<file path="src/rtl/gate_exerciser.sv">
// Stimulus/response checker for a 2-input gate: sweeps {a,b} through 00..11, samples y after a
// settle interval and compares it against the TRUTH table, reporting a verdict and error count.
`timescale 1ns/1ps
module gate_exerciser #(
   parameter logic [3:0]  TRUTH  = 4'b0111,
   parameter int unsigned SETTLE = 1,
   parameter int unsigned PASSES = 1,
   parameter int unsigned ERRW   = 8
) (
   input  logic            clk,
   input  logic            rst,
   input  logic            start,
   output logic            a,
   output logic            b,
   input  logic            y,
   output logic            busy,
   output logic            done,
   output logic            pass,
   output logic [ERRW-1:0] err_count,
   output logic            fail_valid,
   output logic [1:0]      fail_vec
);

   typedef enum logic [1:0] {StIdle, StDrive, StSample, StDone} state_e;

   localparam logic [7:0]      CntLoad  = 8'(SETTLE - 1);
   localparam logic [7:0]      LastPass = 8'(PASSES - 1);
   localparam logic [ERRW-1:0] ErrMax   = '1;

   state_e          state_q, state_d;
   logic [1:0]      vec_q, vec_d;
   logic [7:0]      cnt_q, cnt_d;
   logic [7:0]      pass_idx_q, pass_idx_d;
   logic [1:0]      ab_q, ab_d;
   logic            pass_q, pass_d;
   logic [ERRW-1:0] err_q, err_d;
   logic            fv_q, fv_d;
   logic [1:0]      fvec_q, fvec_d;
   logic            mismatch;

   assign mismatch = (y != TRUTH[vec_q]);

   always_comb begin
      state_d    = state_q;
      vec_d      = vec_q;
      cnt_d      = cnt_q;
      pass_idx_d = pass_idx_q;
      pass_d     = pass_q;
      err_d      = err_q;
      fv_d       = fv_q;
      fvec_d     = fvec_q;
      unique case (state_q)
         StIdle: begin
            if (start) begin
               state_d    = StDrive;
               vec_d      = 2'd0;
               pass_idx_d = 8'd0;
               cnt_d      = CntLoad;
               pass_d     = 1'b0;
               err_d      = '0;
               fv_d       = 1'b0;
               fvec_d     = 2'd0;
            end
         end
         StDrive: begin
            if (cnt_q == 8'd0) begin
               state_d = StSample;
            end else begin
               cnt_d = cnt_q - 8'd1;
            end
         end
         StSample: begin
            if (mismatch) begin
               if (err_q != ErrMax) begin
                  err_d = err_q + 1'b1;
               end
               if (!fv_q) begin
                  fv_d   = 1'b1;
                  fvec_d = vec_q;
               end
            end
            cnt_d   = CntLoad;
            state_d = StDrive;
            if (vec_q != 2'd3) begin
               vec_d = vec_q + 2'd1;
            end else if (pass_idx_q != LastPass) begin
               vec_d      = 2'd0;
               pass_idx_d = pass_idx_q + 8'd1;
            end else begin
               // Verdict includes this final comparison, so it is visible alongside done.
               state_d = StDone;
               pass_d  = (err_d == '0);
            end
         end
         StDone: begin
            state_d = StIdle;
         end
         default: begin
            state_d = StIdle;
         end
      endcase
      ab_d = ((state_d == StDrive) || (state_d == StSample)) ? vec_d : 2'b00;
   end

   always_ff @(posedge clk) begin
      if (rst) begin
         state_q    <= StIdle;
         vec_q      <= 2'd0;
         cnt_q      <= 8'd0;
         pass_idx_q <= 8'd0;
         ab_q       <= 2'b00;
         pass_q     <= 1'b0;
         err_q      <= '0;
         fv_q       <= 1'b0;
         fvec_q     <= 2'd0;
      end else begin
         state_q    <= state_d;
         vec_q      <= vec_d;
         cnt_q      <= cnt_d;
         pass_idx_q <= pass_idx_d;
         ab_q       <= ab_d;
         pass_q     <= pass_d;
         err_q      <= err_d;
         fv_q       <= fv_d;
         fvec_q     <= fvec_d;
      end
   end

   assign a          = ab_q[1];
   assign b          = ab_q[0];
   assign busy       = (state_q == StDrive) || (state_q == StSample);
   assign done       = (state_q == StDone);
   assign pass       = pass_q;
   assign err_count  = err_q;
   assign fail_valid = fv_q;
   assign fail_vec   = fvec_q;

endmodule

</file>
<file path="config.mk">
export PLATFORM = sky130hd
export DESIGN_NAME = gate_exerciser
export DESIGN_NICKNAME = d
export VERILOG_FILES = /design/src/rtl/gate_exerciser.sv
export SDC_FILE = /design/constraint.sdc
export NUM_CORES = 1
export LEC_CHECK = 0
export ABC_AREA = 1
export CAP_MARGIN = 15
export CORE_ASPECT_RATIO = 0.9
export CORE_MARGIN = 3
export CORE_UTILIZATION = 55
export CTS_CLUSTER_DIAMETER = 60
export DETAILED_ROUTE_END_ITERATION = 7
export PLACE_DENSITY_LB_ADDON = 0.15
export SYNTH_ARGS = -nofsm -noshare
export SYNTH_HDL_FRONTEND = slang
export SYNTH_SLANG_ARGS = --single-unit
</file>
<file path="constraint.sdc">
create_clock -name clk -period 3.1 [get_ports clk]
set_clock_uncertainty 0.2 [all_clocks]
set_input_delay 0.31 -clock clk [delete_from_list [all_inputs] [get_ports clk]]
set_output_delay 0.31 -clock clk [all_outputs]
set_load 0.02 [all_outputs]
</file>
==> summary.md, run 1 <==
| Metric | Value |
|---|---|
| PortBufs | 19 |
| DR WL/cell | around 12 um |
| Initial antenna violation count | 0 |
| GPL Wtd Cong | ~0.9 |
| CP endpoint kind | register |
| Antenna-violating nets left | 0 |
| Max-slew headroom | between 50% and 60% |
| Distinct cell type count after synthesis | 30 |
| Top cell type's share of synthesized area | approximately a third |
| Setup crit start kind | register |
| Initial drt markers | 144 |
| Peak Freq | roughly 440 MHz |
| Mapped Cells | about 320 |
| Synth warn | 0 |
| Routed WL | around 4500 um |
| DRC | 0 |
| R2R depth | 8 |
| Final worst-path cycle share | around 74% |
| Root buffer cell | clkbuf_8 |
| Tmin final | between 2000 and 2500 ps |
| Syn nets | approximately 330 |
| Post-synthesis xor/xnor area fraction | under 10% |
| Final HPWL DP | 3310 um |
| Register area | 681 um2 |
| Register area share after synthesis | 32.3% |
| Worst slack, placed | about 840 ps |
| Crit Path Class | register to register |
| # resized after CTS | 0 |
| CP arrival | roughly 2300 ps |
| Synth cell count leaders | 77 x nand2_1, 49 x inv_1, 34 x dfxtp_1 |
| # hold bufs at CTS | 0 |
| Placeable Area | 3530 um2 |
| Vias in the first global route | roughly 1.8k |
| Psw | ~660 uW |
| CTS sink count | 34 |
| Final hold violation count | 0 |
| Synth area leader | dfxtp_1 |
| Worst Tran Pin Value | 618 ps |
| Max-cap violations | 0 |
| Vias | ~2k |
| Area delta synth->final | 14.7% |
| Worst Path Buf+Inv | 2 |
| Synthesized area per cell | around 6.6 um2 |
| Most numerous cell in the Yosys netlist | nand2_1 |
| N_diodes | 0 |
| Final worst slack | about 800 ps |
| Pint | slightly above 900 uW |
| Boundary Pins | 20 |
| Num rows | 20 |
| First-pass GRT wire length | about 8000 um |
| Leak pwr | 0.00107 uW |
| Postcts setup bufs | 0 |
| Bufs on Longest Clock Path | 2 |
| Post-synthesis register bit count | 34 |
| Worst path cell trace | inv_1 > ha_1 > o21ai_2 > inv_1 > nand2_1 > nand2_1 > o21ai_0 > a21oi_1 |
| Die W | approximately 71 um |
| Compound-gate portion of the synthesized area | between 10% and 20% |
| Initial cell density of the core | 59.7% |
| Fill cell count | around 330 |
| CP peak stage delay | approximately 560 ps |
| Top Family by Delay on Critical Path | compound AO/OA/AOI/OAI gates |
| Fraction of layout cells with a size suffix above 1 | 8.19% |
| CTS tree | done |
| Remaining Overflow, GRT | 0 |
| Mux contribution to synthesized area | 0% |
| Worst-path clk slew | ~70 ps |
| Cell area after synthesis | between 2000 and 2500 um2 |
| Tot GR Track Use | between 20% and 30% |
| Top post-synthesis cells by area | dfxtp_1 32%, nand2_1 14%, inv_1 8.7% |
| Area of the multi-input gates | about 1200 um2 |
| TNS Setup | 0 ps |
| EDFF count, synth | 0 |
| Most used DFF post-synth | dfxtp_1 |
| Vert. Die Dim | around 65 um |
| Switching share of power | between 40% and 50% |
| Worst path slowest cell | o21ai_2 |
| Synth Area in Simple Gates | ~37% |
| Share of total power in the clock network | a little over a fifth |
| Flop pwr share | about a third |
| Detailed-route vias per instance | 5.19 |
| Run status | finished clean |
| Largest net degree at the start of global routing | 21 |
| Comb pwr share | roughly 44% |
| PwrDens | ~650 nW/um2 |
| H-tree Lvls | 2 |
| CTS Buf Count | 5 |
| CP Depth | 8 |
| Synth async-reset ratio | 0% |
| Final Max Slew Viols | 0 |
| RSZ-0062 raised after global routing | no |
| Main combinational cell family by area after synthesis | simple AND/OR/NAND/NOR gates |
| Req. time, crit path | 3070 ps |
| Critical path peak fanout | 13 |
| Max VDD drop | around 0.53 mV |
| Path type of the worst min-delay path | register to register |
| Synth Area in Adders | around 6.5% |
| Worst skew pair latency | around 280 ps |
| Hold Path Cell Cnt | 2 |
| First drt pass iteration count | 4 |
| Setup violators final | 0 |
| # nets final | 356 |
| Die ar. | 4610 um2 |
state kept, by name, summed over array words and instances, names as in the netlist:
name and cells:
vec_q 2, state_q 2, pass_idx_q 8, ab_q 2, cnt_q 8, fail_vec 2, pass 1, err_count 8
fail_valid 1
power by group through the flow:
| stage | registers (uW) | logic, uW | clock network [uW] |
|---|---|---|---|
| 2_1_floorplan | 547 | 551 | 0 |
| 3_3_place_gp | 547 | 673 | 0 |
| 3_5_place_dp | 549 | 684 | 0 |
| 4_1_cts | 539 | 689 | 347 |
| 5_1_grt | 545 | 790 | 371 |
| 6_report | 540 | 690 | 340 |
cell families (layout without fill, tap and decap cells):
family / count (synthesis) / count (layout)
and+or+nand+nor: 168 / 168
buffers and inverters: 55 / 78
AOI/OAI and AO/OA: 48 / 48
DFF: 34 / 34
adders and majority gates: 11 / 11
xor gates and xnor gates: 3 / 3
stage by stage:
| step | cells | instance area [um2] | power (uW) | hold WS (ps) | utilization [%] |
|---|---|---|---|---|---|
| 2_1_floorplan | 319 | 2110 | 1100 | 244 | - |
| 3_3_place_gp | 378 | 2320 | 1220 | 253 | 65.8 |
| 3_5_place_dp | 378 | 2320 | 1230 | 257 | 65.8 |
| 4_1_cts | 386 | 2420 | 1580 | 268 | 68.5 |
| 5_1_grt | 386 | 2420 | 1710 | 308 | 68.5 |
| 6_report | 386 | 2420 | 1570 | 265 | 68.5 |
layer usage:
metal | global-route usage (%) | vias to the layer above | share of wire, %
met5 | 0 | - | 0
met4 | 7.51 | 0 | 0.93
met3 | 4.03 | 4 | 4.5
met2 | 33.1 | 43 | 46
met1 | 27.9 | 896 | 49
li1 | - | 1061 | -
final timing paths:
path	startpoint	end	slack (ps)
setup / recovery	state_q[0]	fail_vec[0]	800
hold / removal	cnt_q[0]	cnt_q[0]	260
setup reg to reg	state_q[0]	fail_vec[0]	800
hold reg to reg	cnt_q[0]	cnt_q[0]	260
area by class of cell:
| type | count | share of cell area, % |
|---|---|---|
| multi-input combinational | 230 | 49.7 |
| timing repair buffer | 20 | 8.18 |
| sequential | 34 | 28.2 |
| tap | 44 | 2.28 |
| clock buffer | 6 | 3.42 |
| inverter | 50 | 7.77 |
| clock inverter | 2 | 0.518 |
worst reg2reg max path, cell delays in order, from the launching register on:
cell     delay, ps
dfxtp_1        360
inv_1           80
ha_1           320
o21ai_2        560
inv_1          170
nand2_1        170
nand2_1        100
o21ai_0        160
a21oi_1         60
cells in the final DEF, fill, tap and decap left out, drive strengths merged:
cell type / n
a21o: 1
a21oi: 27
a22o: 1
a31oi: 1
buf: 1
clkbuf: 6
clkdlybuf4s50: 19
clkinv: 1
clkinvlp: 1
dfxtp: 34
ha: 11
inv: 50
nand2: 84
nand3: 30
nand3b: 1
nand4: 7
nor2: 40
nor3: 6
o211ai: 1
o21ai: 17
xnor2: 1
xor2: 2
Note: power is estimated with default switching activity, not from simulation.
==> run 2: changes to the inputs <==
- clock period: 3.1 -> 2.4 ns (I/O delays scaled with it)
==> summary.md, run 2 (synthesis gave the netlist of run 1 again) <==
| Metric | Value |
|---|---|
| # resized after CTS | 0 (unchanged) |
| Die ar. | 4610 um2 (unchanged) |
| Run status | finished clean |
| Non-Filler Instances | 388 (+0.52%) |
| Boundary Pins | 20 (unchanged) |
| Met3 Wirelength | 228 um (+12%) |
| Critical path peak fanout | 4 (-9) |
| Vert. Die Dim | 64.7 um (unchanged) |
| Final worst-path cycle share | between 80 and 90% |
| CTS sink count | 34 (unchanged) |
| Path type of the worst min-delay path | register to register |
| Area delta synth->final | 16.1% |
| Crit Path Class | register to output port |
| Setup crit start kind | register |
| Bufs on Longest Clock Path | 2 (unchanged) |
| Worst skew pair latency | 280 ps (about the same) |
| Fill cell count | 336 (+2.4%) |
| Hold Path Cell Cnt | 2 (unchanged) |
| Final Max Slew Viols | 0 (unchanged) |
| PortBufs | 19 (unchanged) |
| Initial antenna violation count | 0 (unchanged) |
| First-pass GRT wire length | 7880 um (+1.3%) |
| RSZ-0062 raised after global routing | no |
| Final hold violation count | 0 (unchanged) |
| Final core area utilization | 69.3% (+0.82 points) |
| Most frequent cells in the layout | 77 x nand2_1, 49 x inv_1, 34 x dfxtp_1, 33 x nor2_1, 30 x nand3_1 |
| WL met2 | 1980 um (-3.9%) |
| Top Metal Used | met4 |
| CTS Buf Count | 5 (unchanged) |
| Final worst slack | 327 ps (-476 ps) |
| Worst slack, placed | 359 ps (-480 ps) |
| R2R depth | 10 (+2) |
| Root buffer cell | clkbuf_8 |
| Commonest non-fill, non-tap cell in the layout | nand2_1 |
| Placeable Area | 3530 um2 (unchanged) |
| CP endpoint kind | output port |
| Area of the multi-input gates | 1200 um2 (unchanged) |
| CTS tree | done |
| Placed insts | 380 (+0.53%) |
| # nets final | 358 (+0.56%) |
| Vias | 1989 (-0.75%) |
| Detailed-route vias per instance | 5.13 (-1.3%) |
| Final HPWL DP | 3280 um (-0.99%) |
| PwrDens | 872 nW/um2 (+34%) |
| TNS Setup | 0 ps (unchanged) |
| Postcts setup bufs | 0 (unchanged) |
| DRC | 0 (unchanged) |
| Max-cap violations | 0 (unchanged) |
| R2R Path Start | state_q[1] |
| Max-slew headroom | 71.8% (+13 points) |
| Routed WL | 4380 um (-2.7%) |
| Vias in the first global route | 1806 (+0.22%) |
| Design Power | 2130 uW (+36%) |
| Post-Route M1 WL | 2130 um (-3.4%) |
| R2r endpoint | pass_idx_q[4] |
| Register area | 681 um2 (unchanged) |
| Setup violators final | 0 (unchanged) |
| Peak Freq | 482 MHz |
| Antenna-violating nets left | 0 (unchanged) |
| Req. time, crit path | 1960 ps (-1110 ps) |
| Leak pwr | 0.00109 uW (+1.9%) |
| Remaining Overflow, GRT | 0 (unchanged) |
| First drt pass iteration count | 4 (unchanged) |
| Max VDD drop | 0.667 mV (+25%) |
| GPL Wtd Cong | 0.877 (-3.4%) |
| Tot GR Track Use | 21.0% (+0.20 points) |
| CP arrival | 1630 ps (-640 ps) |
| R2r setup slk | 390 ps (-410 ps) |
| Fraction of layout cells with a size suffix above 1 | 8.72% (+0.53 points) |
| Initial cell density of the core | 59.7% (unchanged) |
| # hold bufs at CTS | 0 (unchanged) |
| Initial drt markers | 117 (-19%) |
| DR WL/cell | 11.3 um (-3.2%) |
| Worst-path clk slew | 70 ps (about the same) |
| H-tree Lvls | 2 (unchanged) |
| Largest net degree at the start of global routing | 20 (-4.8%) |
| Die W | 71.2 um (unchanged) |
| Num rows | 20 (unchanged) |
| N_diodes | 0 (unchanged) |
| Worst Hold End | cnt_q[0] |
| Worst Tran Pin Value | 422 ps (-196 ps) |
| Tmin final | a little over 2000 ps |
| Hold_sp | cnt_q[0] |
run 2: cell count changes in the layout (fill, tap and decap cells not counted):
| cell | delta |
|---|---|
| clkinv_2 | +1 |
| clkbuf_8 | -1 |
| bufinv_16 | +1 |
| clkinvlp_4 | -1 |
| buf_4 | +2 |
run 2: power breakdown:
| part | switching (uW) | internal [uW] |
|---|---|---|
| clock | 210 | 305 |
| combinational | 607 | 315 |
| sequential | 50.0 | 646 |
run 2: worst max path at each step:
stage                 startpoint  endpoint  cells past startpoint
floorplan           err_count[1]      pass                     11
CTS                   state_q[1]      busy                      3
global route          state_q[0]  cnt_q[4]                     10
detailed placement             y      pass                     11
global placement               y      pass                     11
finish                state_q[1]      busy                      3
run 2: metal layers:
layer | global-route usage (%) | up-vias
met1 | 27.6 | 882
met2 | 33.6 | 38
met5 | 0 | -
met3 | 4.50 | 4
li1 | - | 1065
met4 | 7.98 | 0
run 2: area by class of cell:
cell class | count | share of cell area [%]
multi-input cells | 230 | 49.1
flip-flops and latches | 34 | 27.8
repair buffers | 22 | 8.70
inverters | 50 | 7.68
clock buffers | 5 | 2.81
well taps | 44 | 2.25
clock inverters | 3 | 1.64
run 2: critical path, cell delays in order (launching register included):
cell	delay (ps)
dfxtp_1	390
inv_1	80
ha_1	280
clkdlybuf4s50_1	600
run 2: metrics by stage:
| stage | hold WS (ps) | instance area [um2] |
|---|---|---|
| after floorplan | 244 | 2110 |
| after global placement | 253 | 2340 |
| after detailed placement | 283 | 2340 |
| after CTS | 294 | 2440 |
| after global routing | 313 | 2440 |
| final | 290 | 2440 |
